===== config.mk =====
export PLATFORM = sky130hd
export DESIGN_NAME = hazard_fwd_unit
export DESIGN_NICKNAME = d
export VERILOG_FILES = /design/src/rtl/pipe_pkg.sv /design/src/rtl/hazard_fwd_unit_fwd_select.sv /design/src/rtl/hazard_fwd_unit.sv
export SDC_FILE = /design/constraint.sdc
export NUM_CORES = 1
export LEC_CHECK = 0
export BUFFER_PORTS_ARGS = -buffer_cell sky130_fd_sc_hd__buf_2
export CORE_MARGIN = 4
export CORE_UTILIZATION = 50
export DETAILED_ROUTE_END_ITERATION = 12
export GPL_ROUTABILITY_DRIVEN = 0
export PLACE_DENSITY_LB_ADDON = 0.1
export SYNTH_ARGS = -nofsm -noshare
export SYNTH_HDL_FRONTEND = slang
export SYNTH_SLANG_ARGS = --single-unit

===== constraint.sdc =====
create_clock -name clk -period 2.9 [get_ports clk]
set_input_delay 0.145 -clock clk [delete_from_list [all_inputs] [get_ports clk]]
set_output_delay 0.145 -clock clk [all_outputs]
set_load 0.01 [all_outputs]

===== src/rtl/pipe_pkg.sv =====
// Shared types and constants for the pipeline hazard/forwarding logic.
//   REG_W / REG_ZERO : register address width and the hard-wired zero register
//   FWD_*            : EX operand select encodings (regfile, WB data, MEM ALU result)
//   dest_slot_t      : one in-flight destination (address, write flag, load flag)
//   hz_mode_e        : pipe control mode, in priority order freeze > load-use > run
package pipe_pkg;

    localparam int unsigned REG_W = 5;
    localparam logic [REG_W-1:0] REG_ZERO = '0;

    localparam logic [1:0] FWD_RF  = 2'b00;
    localparam logic [1:0] FWD_WB  = 2'b01;
    localparam logic [1:0] FWD_MEM = 2'b10;

    typedef struct packed {
        logic [REG_W-1:0] wr_reg;
        logic             reg_write;
        logic             is_load;
    } dest_slot_t;

    typedef enum logic [1:0] {
        MODE_RUN,
        MODE_LU_STALL,
        MODE_FREEZE
    } hz_mode_e;

endpackage


===== src/rtl/hazard_fwd_unit_fwd_select.sv =====
// Combinational forwarding select for one EX operand.
//   src_i                    : EX-stage source register
//   mem_wr_reg_i / mem_we_i  : destination held in the MEM slot
//   wb_wr_reg_i  / wb_we_i   : destination held in the WB slot
//   sel_o                    : FWD_MEM, FWD_WB or FWD_RF
module fwd_select
    import pipe_pkg::*;
(
    input  logic [REG_W-1:0] src_i,
    input  logic [REG_W-1:0] mem_wr_reg_i,
    input  logic             mem_we_i,
    input  logic [REG_W-1:0] wb_wr_reg_i,
    input  logic             wb_we_i,
    output logic [1:0]       sel_o
);

    // MEM is checked first: it holds the most recent write to the register.
    always_comb begin
        sel_o = FWD_RF;
        if (mem_we_i && (mem_wr_reg_i != REG_ZERO) && (mem_wr_reg_i == src_i)) begin
            sel_o = FWD_MEM;
        end else if (wb_we_i && (wb_wr_reg_i != REG_ZERO) && (wb_wr_reg_i == src_i)) begin
            sel_o = FWD_WB;
        end
    end

endmodule


===== src/rtl/hazard_fwd_unit.sv =====
// Hazard and forwarding controller for the 5-stage pipeline.
// Tracks EX destinations through MEM and WB, drives the operand forwarding
// selects, inserts one bubble on a load-use hazard and freezes the pipe while
// data memory is busy. stall_cycles counts stalled/frozen cycles, saturating.
//   inputs : clk, reset (sync, active-high), ID sources + use flags,
//            EX sources/destination/control, mem_busy
//   outputs: pc/ifid/idex write enables, idex_bubble, fwd_a, fwd_b, stall_cycles
module hazard_fwd_unit #(
    parameter int unsigned REG_W = 5,
    parameter int unsigned CNT_W = 16
) (
    input  logic             clk,
    input  logic             reset,
    input  logic [REG_W-1:0] id_rs,
    input  logic [REG_W-1:0] id_rt,
    input  logic             id_uses_rs,
    input  logic             id_uses_rt,
    input  logic [REG_W-1:0] ex_rs,
    input  logic [REG_W-1:0] ex_rt,
    input  logic [REG_W-1:0] ex_wr_reg,
    input  logic             ex_reg_write,
    input  logic             ex_mem_read,
    input  logic             mem_busy,
    output logic             pc_write_en,
    output logic             ifid_write_en,
    output logic             idex_write_en,
    output logic             idex_bubble,
    output logic [1:0]       fwd_a,
    output logic [1:0]       fwd_b,
    output logic [CNT_W-1:0] stall_cycles
);

    import pipe_pkg::*;

    dest_slot_t       mem_q, mem_d;
    logic [REG_W-1:0] wb_wr_reg_q, wb_wr_reg_d;
    logic             wb_we_q, wb_we_d;
    logic [CNT_W-1:0] cnt_q, cnt_d;
    logic             luh;
    hz_mode_e         mode;

    assign luh = ex_mem_read && ex_reg_write && (ex_wr_reg != REG_ZERO) &&
                 ((id_uses_rs && (id_rs == ex_wr_reg)) ||
                  (id_uses_rt && (id_rt == ex_wr_reg)));

    always_comb begin
        if (mem_busy)  mode = MODE_FREEZE;
        else if (luh)  mode = MODE_LU_STALL;
        else           mode = MODE_RUN;
    end

    always_comb begin
        pc_write_en   = 1'b1;
        ifid_write_en = 1'b1;
        idex_write_en = 1'b1;
        idex_bubble   = 1'b0;
        mem_d         = mem_q;
        wb_wr_reg_d   = wb_wr_reg_q;
        wb_we_d       = wb_we_q;
        cnt_d         = cnt_q;
        if (mode != MODE_RUN && cnt_q != '1) begin
            cnt_d = cnt_q + 1'b1;
        end
        case (mode)
            MODE_FREEZE: begin
                pc_write_en   = 1'b0;
                ifid_write_en = 1'b0;
                idex_write_en = 1'b0;
            end
            MODE_LU_STALL: begin
                pc_write_en   = 1'b0;
                ifid_write_en = 1'b0;
                idex_bubble   = 1'b1;
            end
            default: ;
        endcase
        // The load itself still advances during a load-use stall; only
        // the front of the pipe is held.
        if (mode != MODE_FREEZE) begin
            mem_d.wr_reg    = ex_wr_reg;
            mem_d.reg_write = ex_reg_write;
            mem_d.is_load   = ex_mem_read;
            wb_wr_reg_d     = mem_q.wr_reg;
            wb_we_d         = mem_q.reg_write;
        end
    end

    always_ff @(posedge clk) begin
        if (reset) begin
            mem_q       <= '0;
            wb_wr_reg_q <= '0;
            wb_we_q     <= 1'b0;
            cnt_q       <= '0;
        end else begin
            mem_q       <= mem_d;
            wb_wr_reg_q <= wb_wr_reg_d;
            wb_we_q     <= wb_we_d;
            cnt_q       <= cnt_d;
        end
    end

    fwd_select u_fwd_a (
        .src_i        (ex_rs),
        .mem_wr_reg_i (mem_q.wr_reg),
        .mem_we_i     (mem_q.reg_write),
        .wb_wr_reg_i  (wb_wr_reg_q),
        .wb_we_i      (wb_we_q),
        .sel_o        (fwd_a)
    );

    fwd_select u_fwd_b (
        .src_i        (ex_rt),
        .mem_wr_reg_i (mem_q.wr_reg),
        .mem_we_i     (mem_q.reg_write),
        .wb_wr_reg_i  (wb_wr_reg_q),
        .wb_we_i      (wb_we_q),
        .sel_o        (fwd_b)
    );

    assign stall_cycles = cnt_q;

    // A load in MEM has no data yet; the load-use bubble must have
    // prevented any consumer from selecting it.
    always_ff @(posedge clk) begin
        if (!reset) begin
            assert (!(mem_q.is_load && mem_q.reg_write &&
                      (fwd_a == FWD_MEM || fwd_b == FWD_MEM)));
        end
    end

endmodule


# After elaboration in Yosys (flattened, before gate mapping)
# Cells that the tools add are included.
[totals]
register_bits = 28
out_inout_bits = 24
input_bits = 32
elab_cells = 43
[classes]
eq_ne = 10
n_reduce_logical = 18
n_addsub = 1
muxes = 9
[ops]
columns = ["cell", "n"]
rows = [
  ["$eq 5x5->1", 6],
  ["$add 16x1->16 const B", 1],
  ["$ne 16x16->1 const B", 1],
  ["$reduce_bool 5->1", 3],
  ["$logic_and 1x1->1", 12],
  ["$mux 1", 6],
  ["$mux 2", 3],
  ["$eq 2x1->1 const B", 1],
  ["$eq 2x2->1 const B", 1],
  ["$ne 2x2->1 const B", 1],
  ["$reduce_bool 2->1", 1],
  ["$reduce_or 2->1", 1],
  ["$logic_or 1x1->1", 1],
]

# Logic depth before layout (Yosys ltp)
# Gate-level depths: netlist of the first run.
[logic_depth]
ltp_word = 9
ltp_mapped = 7
depth_no_buf = 7

# Modules after synthesis
# A second synthesis of the first run with hierarchy kept.
[unflattened]
cells_unflattened = 202
area_unflattened_um2 = 1740.4
[modules_own_cells]
columns = ["module", "area_per_inst_um2", "seq_area_each_um2", "cells_per_inst", "n_inst"]
rows = [
  ["hazard_fwd_unit", 1437.6, 560.5, 162, 1],
  ["fwd_select", 151.4, 0.0, 20, 2],
]

# Worst setup path after synthesis of the first run
# OpenSTA, ideal clock, no wires.
[synth_timing]
path_kind = "reg2reg"
start = "register cnt_q[0] (netlist: stall_cycles[0])"
end = "register cnt_q[3] (netlist: stall_cycles[3])"
arrival_ps = 1863
n_path_buf = 0
path_slack_ps = 916
path_stages_with_launch = 8
synth_period_minus_slack_ps = 1984
t_required_ps = 2779
setup_ps = 121
cell_sequence = "dfxtp_1 -> ha_1 -> and4_1 -> nand2_1 -> nor2_1 -> o31ai_4 -> nand4_1 -> mux2_2"
[synth_between]
elab_chain_len = 2
elab_cells_between_ends = 3
classes_between = "1 x add/sub; 1 x eq/ne; 1 x reduce/logical"
[synth_rtl]
columns = ["item", "line", "text"]
rows = [
  ["from (decl)", "hazard_fwd_unit.sv:38", "logic [CNT_W-1:0] cnt_q, cnt_d;"],
  ["from (signal assigned)", "hazard_fwd_unit.sv:98", "cnt_q <= cnt_d;"],
  ["branches (longest 2 deep; another with $add 16x1->16)", "--", ""],
]
# Several ways; the timed one is not identified.
# A chain may end at the register's enable or synchronous reset.

# Worst setup path after layout of the first run
[layout_timing]
start = "register mem_q[2] (netlist name)"
end = "output fwd_a[0]"
[layout_between]
elab_chain_len = 4
elab_cells_between_ends = 5
classes_between = "1 x eq/ne; 1 x mux; 3 x reduce/logical"
[layout_rtl]
columns = ["item", "line", "text"]
rows = [
  ["from (decl)", "hazard_fwd_unit.sv:35", "dest_slot_t mem_q, mem_d;"],
  ["from (signal assigned)", "hazard_fwd_unit.sv:95", "mem_q <= mem_d;"],
  ["$reduce_bool 5->1", "hazard_fwd_unit_fwd_select.sv:20", "if (mem_we_i && (mem_wr_reg_i != REG_ZERO) && (mem_wr_reg_i == src_i)) begin"],
  ["$logic_and 1x1->1", "hazard_fwd_unit_fwd_select.sv:20", ""],
  ["$logic_and 1x1->1 (*)", "hazard_fwd_unit_fwd_select.sv:20", ""],
  ["$mux 2 (*)", "hazard_fwd_unit_fwd_select.sv:20", ""],
  ["to (decl)", "hazard_fwd_unit.sv:28", "output logic [1:0] fwd_a,"],
]
# Mark *: on every way between the ends. The rest lies on a longest branch, timed or not.

==> results of run 1 <==
-- layout make-up --
class | instances | area, um^2
repair buffers | 55 | 275.3
inverters | 3 | 13.76
flip-flops and latches | 28 | 560.5
fillers | 293 | 1114
well taps | 44 | 55.05
multi-input cells | 154 | 1099
clock buffers | 4 | 36.28
-- final timing paths --
check                                                     end  depth (start not counted)                          start  slack (ns)
worst min-delay path                    mem_q[1]$_SDFFE_PP0P_                          3                   ex_reg_write        0.07
worst max register to register   stall_cycles[3]$_SDFFE_PP0P_                          6   stall_cycles[6]$_SDFFE_PP0P_        0.74
worst min register to register  stall_cycles[10]$_SDFFE_PP0P_                          2  stall_cycles[10]$_SDFFE_PP0P_        0.53
worst max-delay path                                 fwd_a[0]                          5          mem_q[2]$_SDFFE_PP0P_        0.61
-- cells in the mapped netlist (2+ instances only) --
| cell | n | area, um^2 |
|---|---|---|
| nand3b_1 | 2 | 15.01 |
| nor4_1 | 8 | 50.05 |
| dfxtp_1 | 28 | 560.5 |
| mux2i_1 | 13 | 130.1 |
| nor2b_1 | 6 | 37.54 |
| nand3_1 | 7 | 35.03 |
| o41ai_1 | 3 | 26.28 |
| or4_1 | 5 | 37.54 |
| xor2_1 | 22 | 192.7 |
| a31o_2 | 2 | 17.52 |
| inv_1 | 2 | 7.510 |
| and4_1 | 3 | 26.28 |
| nor3_1 | 5 | 25.02 |
| o21ai_0 | 4 | 20.02 |
| clkbuf_1 | 4 | 15.01 |
| a21oi_1 | 8 | 40.04 |
| mux2_2 | 5 | 56.30 |
| nor2_1 | 25 | 93.84 |
| nand2_1 | 7 | 26.28 |
| nand4_1 | 4 | 25.02 |
| nand2b_1 | 2 | 12.51 |
| xnor2_1 | 9 | 78.83 |
-- layer usage --
metal	global-route usage (%)	vias to the layer above
met5	0	-
met3	4.592	5
met1	23.69	691
li1	-	803
met2	31.35	45
met4	3.807	0
-- worst register-to-register path, cell delays in order (launching register included) --
cell     delay [ns]
dfxtp_1        0.44
and4_1         0.25
nand4_1        0.27
nor2_1         0.47
o31ai_4        0.17
nand4_1        0.15
mux2_2         0.33
-- through the flow --
stage / worst slack, ns / std cells / area, um^2 / utilization, %
finish: 0.6097 / 288 / 2039 / 64.68
CTS: 0.5963 / 288 / 2039 / 64.68
detailed placement: 0.6947 / 284 / 2003 / 63.53
global route: 0.4539 / 288 / 2039 / 64.68
floorplan: 0.9162 / 191 / 1699 / -
global placement: 0.6638 / 284 / 2003 / 63.53
-- sequential cells by signal, indices dropped and copies added (netlist names) --
| signal | flops |
|---|---|
| wb_wr_reg_q | 5 |
| mem_q | 6 |
| stall_cycles | 16 |
| wb_we_q | 1 |
-- kinds of logic (layout without fill, tap and decap cells) --
kind of cell	count (synthesis)	in the layout	synth area share [%]
muxes	18	18	10.97
adders and majority gates	1	1	0.7363
xor gates and xnor gates	31	31	15.98
DFF	28	28	32.99
buffers and inverters	9	62	2.357
and+or+nand+nor	79	79	25.18
AOI/OAI and AO/OA	25	25	11.78
-- report_power, final --
group / internal [mW] / switching (mW) / leakage (nW) / total (mW)
registers: 0.396 / 0.0157 / 0.228 / 0.412
logic: 0.0595 / 0.0655 / 0.652 / 0.125
clock network: 0.0771 / 0.117 / 0.0210 / 0.194
==> impl_metrics.json, run 1 <==
{
  "track_usage_pct": 18.54,
  "grt_max_degree": 36,
  "async_flop_share_pct": 0,
  "slew_viol_final": 0,
  "clockBufferDepth": 2,
  "cts.repair.resized": 0,
  "hold_viol_final": 0,
  "ys_seq_elements": 28,
  "power_leakage_nw": 0.9009,
  "cp_slowest_cell": "or4_1",
  "io_pins": 56,
  "fin_hold_ws_ns": 0.07239,
  "area_delta_synth_final_pct": 20.03,
  "netlist_instances": 191,
  "critPathBufInv": 1,
  "drc": 0,
  "die_area_um2": 4395,
  "period_minus_slack_ns": 2.290,
  "setup.worst_path.class": "flop to output pin",
  "ys_seq_area_share_pct": 32.99,
  "fp.dieH_um": 66.30,
  "antenna_found_initial": 0,
  "yosys_warnings": 0,
  "num_antenna_cells": 0,
  "io_buffer_count": 55,
  "wl_met3_um": 241,
  "die_w_um": 66.30,
  "critPathTopFamily": "simple AND/OR/NAND/NOR gates",
  "slew_headroom_pct": 60.40,
  "arrival_ns": 2.15,
  "tightest_slew_ns": 0.5940,
  "numCtsBuffers": 3,
  "power_per_cell_area_nw_per_um2": 358.2,
  "drive_gt1_share_pct": 30.33,
  "setup_viol": 0,
  "fin_tns_setup_ns": 0,
  "rows": 20,
  "syn_avg_cell_area_um2": 8.896,
  "ctsRootBufferMaster": "clkbuf_4",
  "layout_common_cells": "buf_2, dfxtp_1, nor2_1",
  "vdd_drop_max_mv": 0.2993,
  "via_per_inst": 5.361,
  "post_cts_buffers": 0,
  "fin_nets": 278,
  "grt_pass1_wl_um": 6479,
  "wl_per_cell_um": 13.09,
  "core_area_um2": 3153,
  "ys_dominant_reg_cell": "dfxtp_1",
  "worstSetupEndpointType": "output pin",
  "path_clk_slew_ns": 0.14,
  "total_power_uw": 730.5,
  "cp-start-kind": "flop",
  "drt.antenna.violating_nets": 0,
  "crit_chain": "or4_1, o21ai_0, nor4_1, nor4_1, buf_2",
  "rsz0062_at_grt": "false",
  "syn_area_um2": 1699,
  "start_util_pct": 53.89,
  "worstSkewPairLatency_ns": 0.34,
  "period_share_pct": 78.98,
  "ctsHoldBuffers": 0,
  "outcome": "complete, no violations",
  "synth_edf_count": 0,
  "top_layer_used": "met4",
  "initialDrtViolationCount": 103,
  "wl_um": 3771,
  "detailed_place_hpwl_um": 2893,
  "syn-num-nets": 224,
  "ys_types": 39,
  "worstPathRequired_ns": 2.76,
  "cts_tree": "built",
  "finalClockSkew_ns": 0.007881,
  "wl_met2_um": 1779,
  "critPathMaxFanout": 5,
  "globalRouteOverflowTotal": 0,
  "cap_violations": 0,
  "num_vias": 1544,
  "wl_met1_um": 1718,
  "path_common_cell": "nor4_1",
  "fmax_ghz": 0.4366,
  "first_global_vias": 1499,
  "first_pass_iters": 4,
  "final_common_cell": "buf_2",
  "min_path_type": "input port to flop",
  "cts_num_sinks": 28,
  "cp_slowest_stage_delay_ns": 0.52,
  "cts_max_level": 1
}
(Power assumes the default switching activity.)
==> run 2: changes to the inputs <==
clock period = 2.2 ns   (was 2.9 ns; I/O delays follow)
==> run 2 against run 1 <==
Net effect:
- sequential power grew 32%
- via count up 2.9%
- global-route usage is 0.21 points higher
- largest power group unchanged
==> impl_metrics.json, run 2 (synthesized netlist as in run 1, its figures left out) <==
{
  "outcome": "complete, no violations",
  "grt_max_degree": 36,
  "tightest_slew_ns": 0.6165,
  "power_leakage_nw": 0.9557,
  "final_common_cell": "buf_2",
  "vdd_drop_max_mv": 0.5054,
  "via_per_inst": 5.350,
  "pre_cts_ws_ns": 0.1813,
  "drc": 0,
  "area_delta_synth_final_pct": 25.70,
  "fin_hold_ws_ns": 0.06794,
  "die_w_um": 66.30,
  "fmax_ghz": 0.4929,
  "wl_met3_um": 217,
  "cts_tree": "built",
  "start_util_pct": 53.89,
  "globalRouteOverflowTotal": 0,
  "critPathBufInv": 1,
  "initialDrtViolationCount": 131,
  "cp-start-kind": "flop",
  "fp.dieH_um": 66.30,
  "wl_met1_um": 1796,
  "worstSkewPairLatency_ns": 0.33,
  "worstSetupEndpointType": "output pin",
  "fin_tns_setup_ns": 0,
  "path_clk_slew_ns": 0.16,
  "ctsRootBufferMaster": "clkbuf_4",
  "cts_num_sinks": 28,
  "critPathTopFamily": "simple AND/OR/NAND/NOR gates",
  "crit_chain": "or4_1, o21ai_0, or4_1, nor4_1, buf_2",
  "reg2reg_slack_ns": 0.19,
  "fillers": 286,
  "period_minus_slack_ns": 2.029,
  "cp_slowest_cell": "or4_1",
  "track_usage_pct": 18.74,
  "grt_pass1_wl_um": 6555,
  "cap_violations": 0,
  "critPathMaxFanout": 4,
  "wl_um": 3854,
  "worstHoldStart": "ex_reg_write",
  "finalClockSkew_ns": 0.008442,
  "largest_register_ffs": 16,
  "period_share_pct": 92.22,
  "slew_viol_final": 0,
  "drt.antenna.violating_nets": 0,
  "cp_slowest_stage_delay_ns": 0.54,
  "first_pass_iters": 4,
  "top_layer_used": "met4",
  "rsz0062_at_grt": "false",
  "min_path_type": "input port to flop",
  "wl_per_cell_um": 12.98,
  "rows": 20,
  "fin_nets": 287,
  "min_path_cells": 3,
  "hold_viol_final": 0,
  "first_global_vias": 1502,
  "r2r-start": "stall_cycles[2]$_SDFFE_PP0P_",
  "clockBufferDepth": 2,
  "slew_headroom_pct": 58.90,
  "io_pins": 56,
  "num_antenna_cells": 0,
  "final_util_pct": 67.74,
  "detailed_place_hpwl_um": 2904,
  "worstPathRequired_ns": 2.09,
  "power_per_cell_area_nw_per_um2": 496.3,
  "antenna_found_initial": 0,
  "wl_met2_um": 1824,
  "ctsHoldBuffers": 0,
  "drive_gt1_share_pct": 35.97,
  "core_area_um2": 3153,
  "setup.worst_path.class": "flop to output pin",
  "hold_end": "mem_q[1]$_SDFFE_PP0P_",
  "rr_worst_depth": 6,
  "post_cts_buffers": 0,
  "r2r-end": "stall_cycles[15]$_SDFFE_PP0P_",
  "num_vias": 1589,
  "layout_common_cells": "buf_2, nor2_1, xor2_1",
  "fin_ws_ns": 0.1712,
  "numCtsBuffers": 3,
  "die_area_um2": 4395,
  "cts_max_level": 1,
  "setup_viol": 0,
  "io_buffer_count": 55,
  "path_common_cell": "or4_1",
  "arrival_ns": 1.92
}
run 2: cell types whose count changed in the layout (fill, tap and decap cells not counted), sizes merged:
cell    previous run  this run
clkbuf             4         3
bufinv             0         1
buf               55        64
run 2: layout make-up:
cell class / count / area [um^2] / share of cell area [%]
Tap cell: 44 / 55.05 / 2.578
Sequential cell: 28 / 569.3 / 26.65
Multi-Input combinational cell: 154 / 1102 / 51.61
Clock buffer: 3 / 22.52 / 1.054
Timing Repair Buffer: 64 / 342.8 / 16.05
Clock inverter: 1 / 30.03 / 1.406
Inverter: 3 / 13.76 / 0.6444
run 2: worst min-delay path, stage by stage:
cell	delay [ns]
buf_2	0.11
mux2i_1	0.07
nor2_1	0.08
run 2: worst max path at each step:
stage | startpoint | endpoint | slack (ns) | cells after the start
after CTS | mem_q[3]$_SDFFE_PP0P_ | fwd_a[0] | 0.02 | 5
after global placement | ex_wr_reg[3] | stall_cycles[9]$_SDFFE_PP0P_ | 0.21 | 8
after detailed placement | ex_wr_reg[3] | stall_cycles[9]$_SDFFE_PP0P_ | 0.18 | 8
after floorplan | stall_cycles[0]$_SDFFE_PP0P_ | stall_cycles[3]$_SDFFE_PP0P_ | 0.22 | 7
after global routing | wb_wr_reg_q[4]$_SDFFE_PP0P_ | fwd_a[0] | 0.0008 | 5
final | wb_wr_reg_q[4]$_SDFFE_PP0P_ | fwd_a[0] | 0.17 | 5
run 2: per-layer routing:
layer,up-vias,global-route usage (%)
li1,813,-
met5,-,0
met2,45,32.59
met4,0,3.046
met1,729,23.66
met3,2,4.422
run 2: power breakdown:
group	switching, mW	internal, mW
Clock	0.158	0.184
Combinational	0.0908	0.0842
Sequential	0.0193	0.523
Total	0.268	0.792
run 2: repair_timing:
action                                  in CTS  in global routing
gates resized for setup                      1                  8
pin swaps                                    0                  3
endpoints found under the setup margin       2                  2
run 2: per-stage QoR:
stage | power [mW] | cell area [um^2] | std cells
final | 1.060 | 2136 | 297
after floorplan | 0.6539 | 1699 | 191
after global routing | 1.111 | 2136 | 297
after detailed placement | 0.7266 | 2071 | 293
after global placement | 0.7247 | 2071 | 293
after CTS | 1.071 | 2123 | 297
==> run 3: changes to the inputs <==
REMOVE_ABC_BUFFERS = 1   (was unset)
==> run 3 against run 2 <==
Net effect:
- clock power is 26% lower
- setup slack worse by 0.063 ns
- sequential power hardly changed
- cell count is 0.34% higher
- first-iteration DRC count is 25% lower
- global-route usage is 0.19 points lower
- core utilization is 0.52 points lower
- critical endpoint is now fwd_b[0]
- largest cell class unchanged
==> impl_metrics.json, run 3 (synthesized netlist as in run 1, its figures left out) <==
{
  "setup.worst_path.class": "flop to output pin",
  "arrival_ns": 1.98,
  "start_util_pct": 53.89,
  "startpoint": "mem_q[3]$_SDFFE_PP0P_",
  "ctsRootBufferMaster": "clkbuf_4",
  "r2r-end": "stall_cycles[15]$_SDFFE_PP0P_",
  "fin_area_um2": 2120,
  "numCtsBuffers": 3,
  "outcome": "complete, no violations",
  "vdd_drop_max_mv": 0.2657,
  "worstSetupEndpointType": "output pin",
  "cts_tree": "built",
  "globalRouteOverflowTotal": 0,
  "via_per_inst": 5.376,
  "detailed_place_hpwl_um": 3056,
  "cts.repair.resized": 1,
  "ctsHoldBuffers": 0,
  "power_leakage_nw": 0.9520,
  "drt.antenna.violating_nets": 0,
  "fin_nets": 288,
  "finalClockSkew_ns": 0.005905,
  "grt_pass1_wl_um": 6486,
  "fp.dieH_um": 66.30,
  "fmax_ghz": 0.4781,
  "rr_worst_depth": 6,
  "cp-start-kind": "flop",
  "rsz0062_at_grt": "false",
  "die_area_um2": 4395,
  "drc": 0,
  "r2r-start": "stall_cycles[3]$_SDFFE_PP0P_",
  "first_global_vias": 1445,
  "cts_max_level": 1,
  "wl_per_cell_um": 13.21,
  "wl_um": 3936,
  "cts_num_sinks": 28,
  "cap_violations": 0,
  "min_path_type": "input port to flop",
  "clockBufferDepth": 2,
  "path_clk_slew_ns": 0.14,
  "track_usage_pct": 18.55,
  "area_delta_synth_final_pct": 24.74,
  "layout_common_cells": "buf_2, dfxtp_1, nor2_1",
  "tightest_slew_ns": 0.5881,
  "largest_register_ffs": 16,
  "fin_hold_ws_ns": 0.04187,
  "period_minus_slack_ns": 2.092,
  "setup_viol": 0,
  "io_buffer_count": 55,
  "io_pins": 56,
  "total_power_uw": 971.6,
  "grt_max_degree": 36,
  "drive_gt1_share_pct": 33.86,
  "core_area_um2": 3153,
  "fin_tns_setup_ns": 0,
  "worstSkewPairLatency_ns": 0.34,
  "period_share_pct": 95.08,
  "hold_viol_final": 0,
  "first_pass_iters": 5,
  "rows": 20,
  "slew_viol_final": 0,
  "post_cts_buffers": 0,
  "final_util_pct": 67.22,
  "fillers": 282,
  "crit_end": "fwd_b[0]",
  "slew_headroom_pct": 60.79,
  "critPathMaxFanout": 5,
  "final_common_cell": "buf_2",
  "reg2reg_slack_ns": 0.18,
  "num_vias": 1602,
  "worstPathRequired_ns": 2.09,
  "power_per_cell_area_nw_per_um2": 458.4,
  "die_w_um": 66.30,
  "antenna_found_initial": 0,
  "initialDrtViolationCount": 98,
  "placed_area_um2": 2078,
  "num_antenna_cells": 0
}
run 3: worst min path at each step:
stage / from / to / slack, ns / cells past startpoint
floorplan: reset / stall_cycles[10]$_SDFFE_PP0P_ / 0.18 / 1
global placement: ex_reg_write / mem_q[1]$_SDFFE_PP0P_ / 0.38 / 3
detailed placement: ex_reg_write / mem_q[1]$_SDFFE_PP0P_ / 0.39 / 3
CTS: ex_reg_write / mem_q[1]$_SDFFE_PP0P_ / 0.04 / 3
global route: ex_reg_write / mem_q[1]$_SDFFE_PP0P_ / 0.06 / 3
finish: ex_reg_write / mem_q[1]$_SDFFE_PP0P_ / 0.04 / 3
run 3: area by class of cell:
| type | count | area, um^2 | share of cell area (%) |
|---|---|---|---|
| Timing Repair Buffer | 65 | 350.3 | 16.53 |
| Clock buffer | 4 | 36.28 | 1.712 |
| Tap cell | 44 | 55.05 | 2.597 |
| Multi-Input combinational cell | 154 | 1102 | 52.01 |
| Inverter | 3 | 13.76 | 0.6494 |
| Sequential cell | 28 | 561.8 | 26.51 |
run 3: per-layer routing:
layer / up-vias / share of wire, % / track usage [%]
li1: 825 / - / -
met1: 717 / 51 / 26.21
met2: 55 / 41 / 28.50
met3: 5 / 7.0 / 2.891
met4: 0 / 1.3 / 6.091
met5: - / 0 / 0
run 3: where the power goes:
part           total [mW]  internal (mW)  switching [mW]
clock network       0.255          0.102           0.153
registers           0.542          0.522          0.0196
logic               0.175         0.0844          0.0908
run 3: critical path: stages, from the launching register on:
cell and delay [ns]:
dfxtp_1 0.40, or4_1 0.54, o21ai_2 0.18, nor4_1 0.10, nor4_1 0.26, buf_2 0.17
run 3: stage by stage:
stage | cells | setup WS, ns
detailed placement | 294 | 0.1437
floorplan | 185 | 0.2162
global placement | 294 | 0.2112
global route | 298 | 0.02571
finish | 298 | 0.1083
CTS | 298 | 0.07375
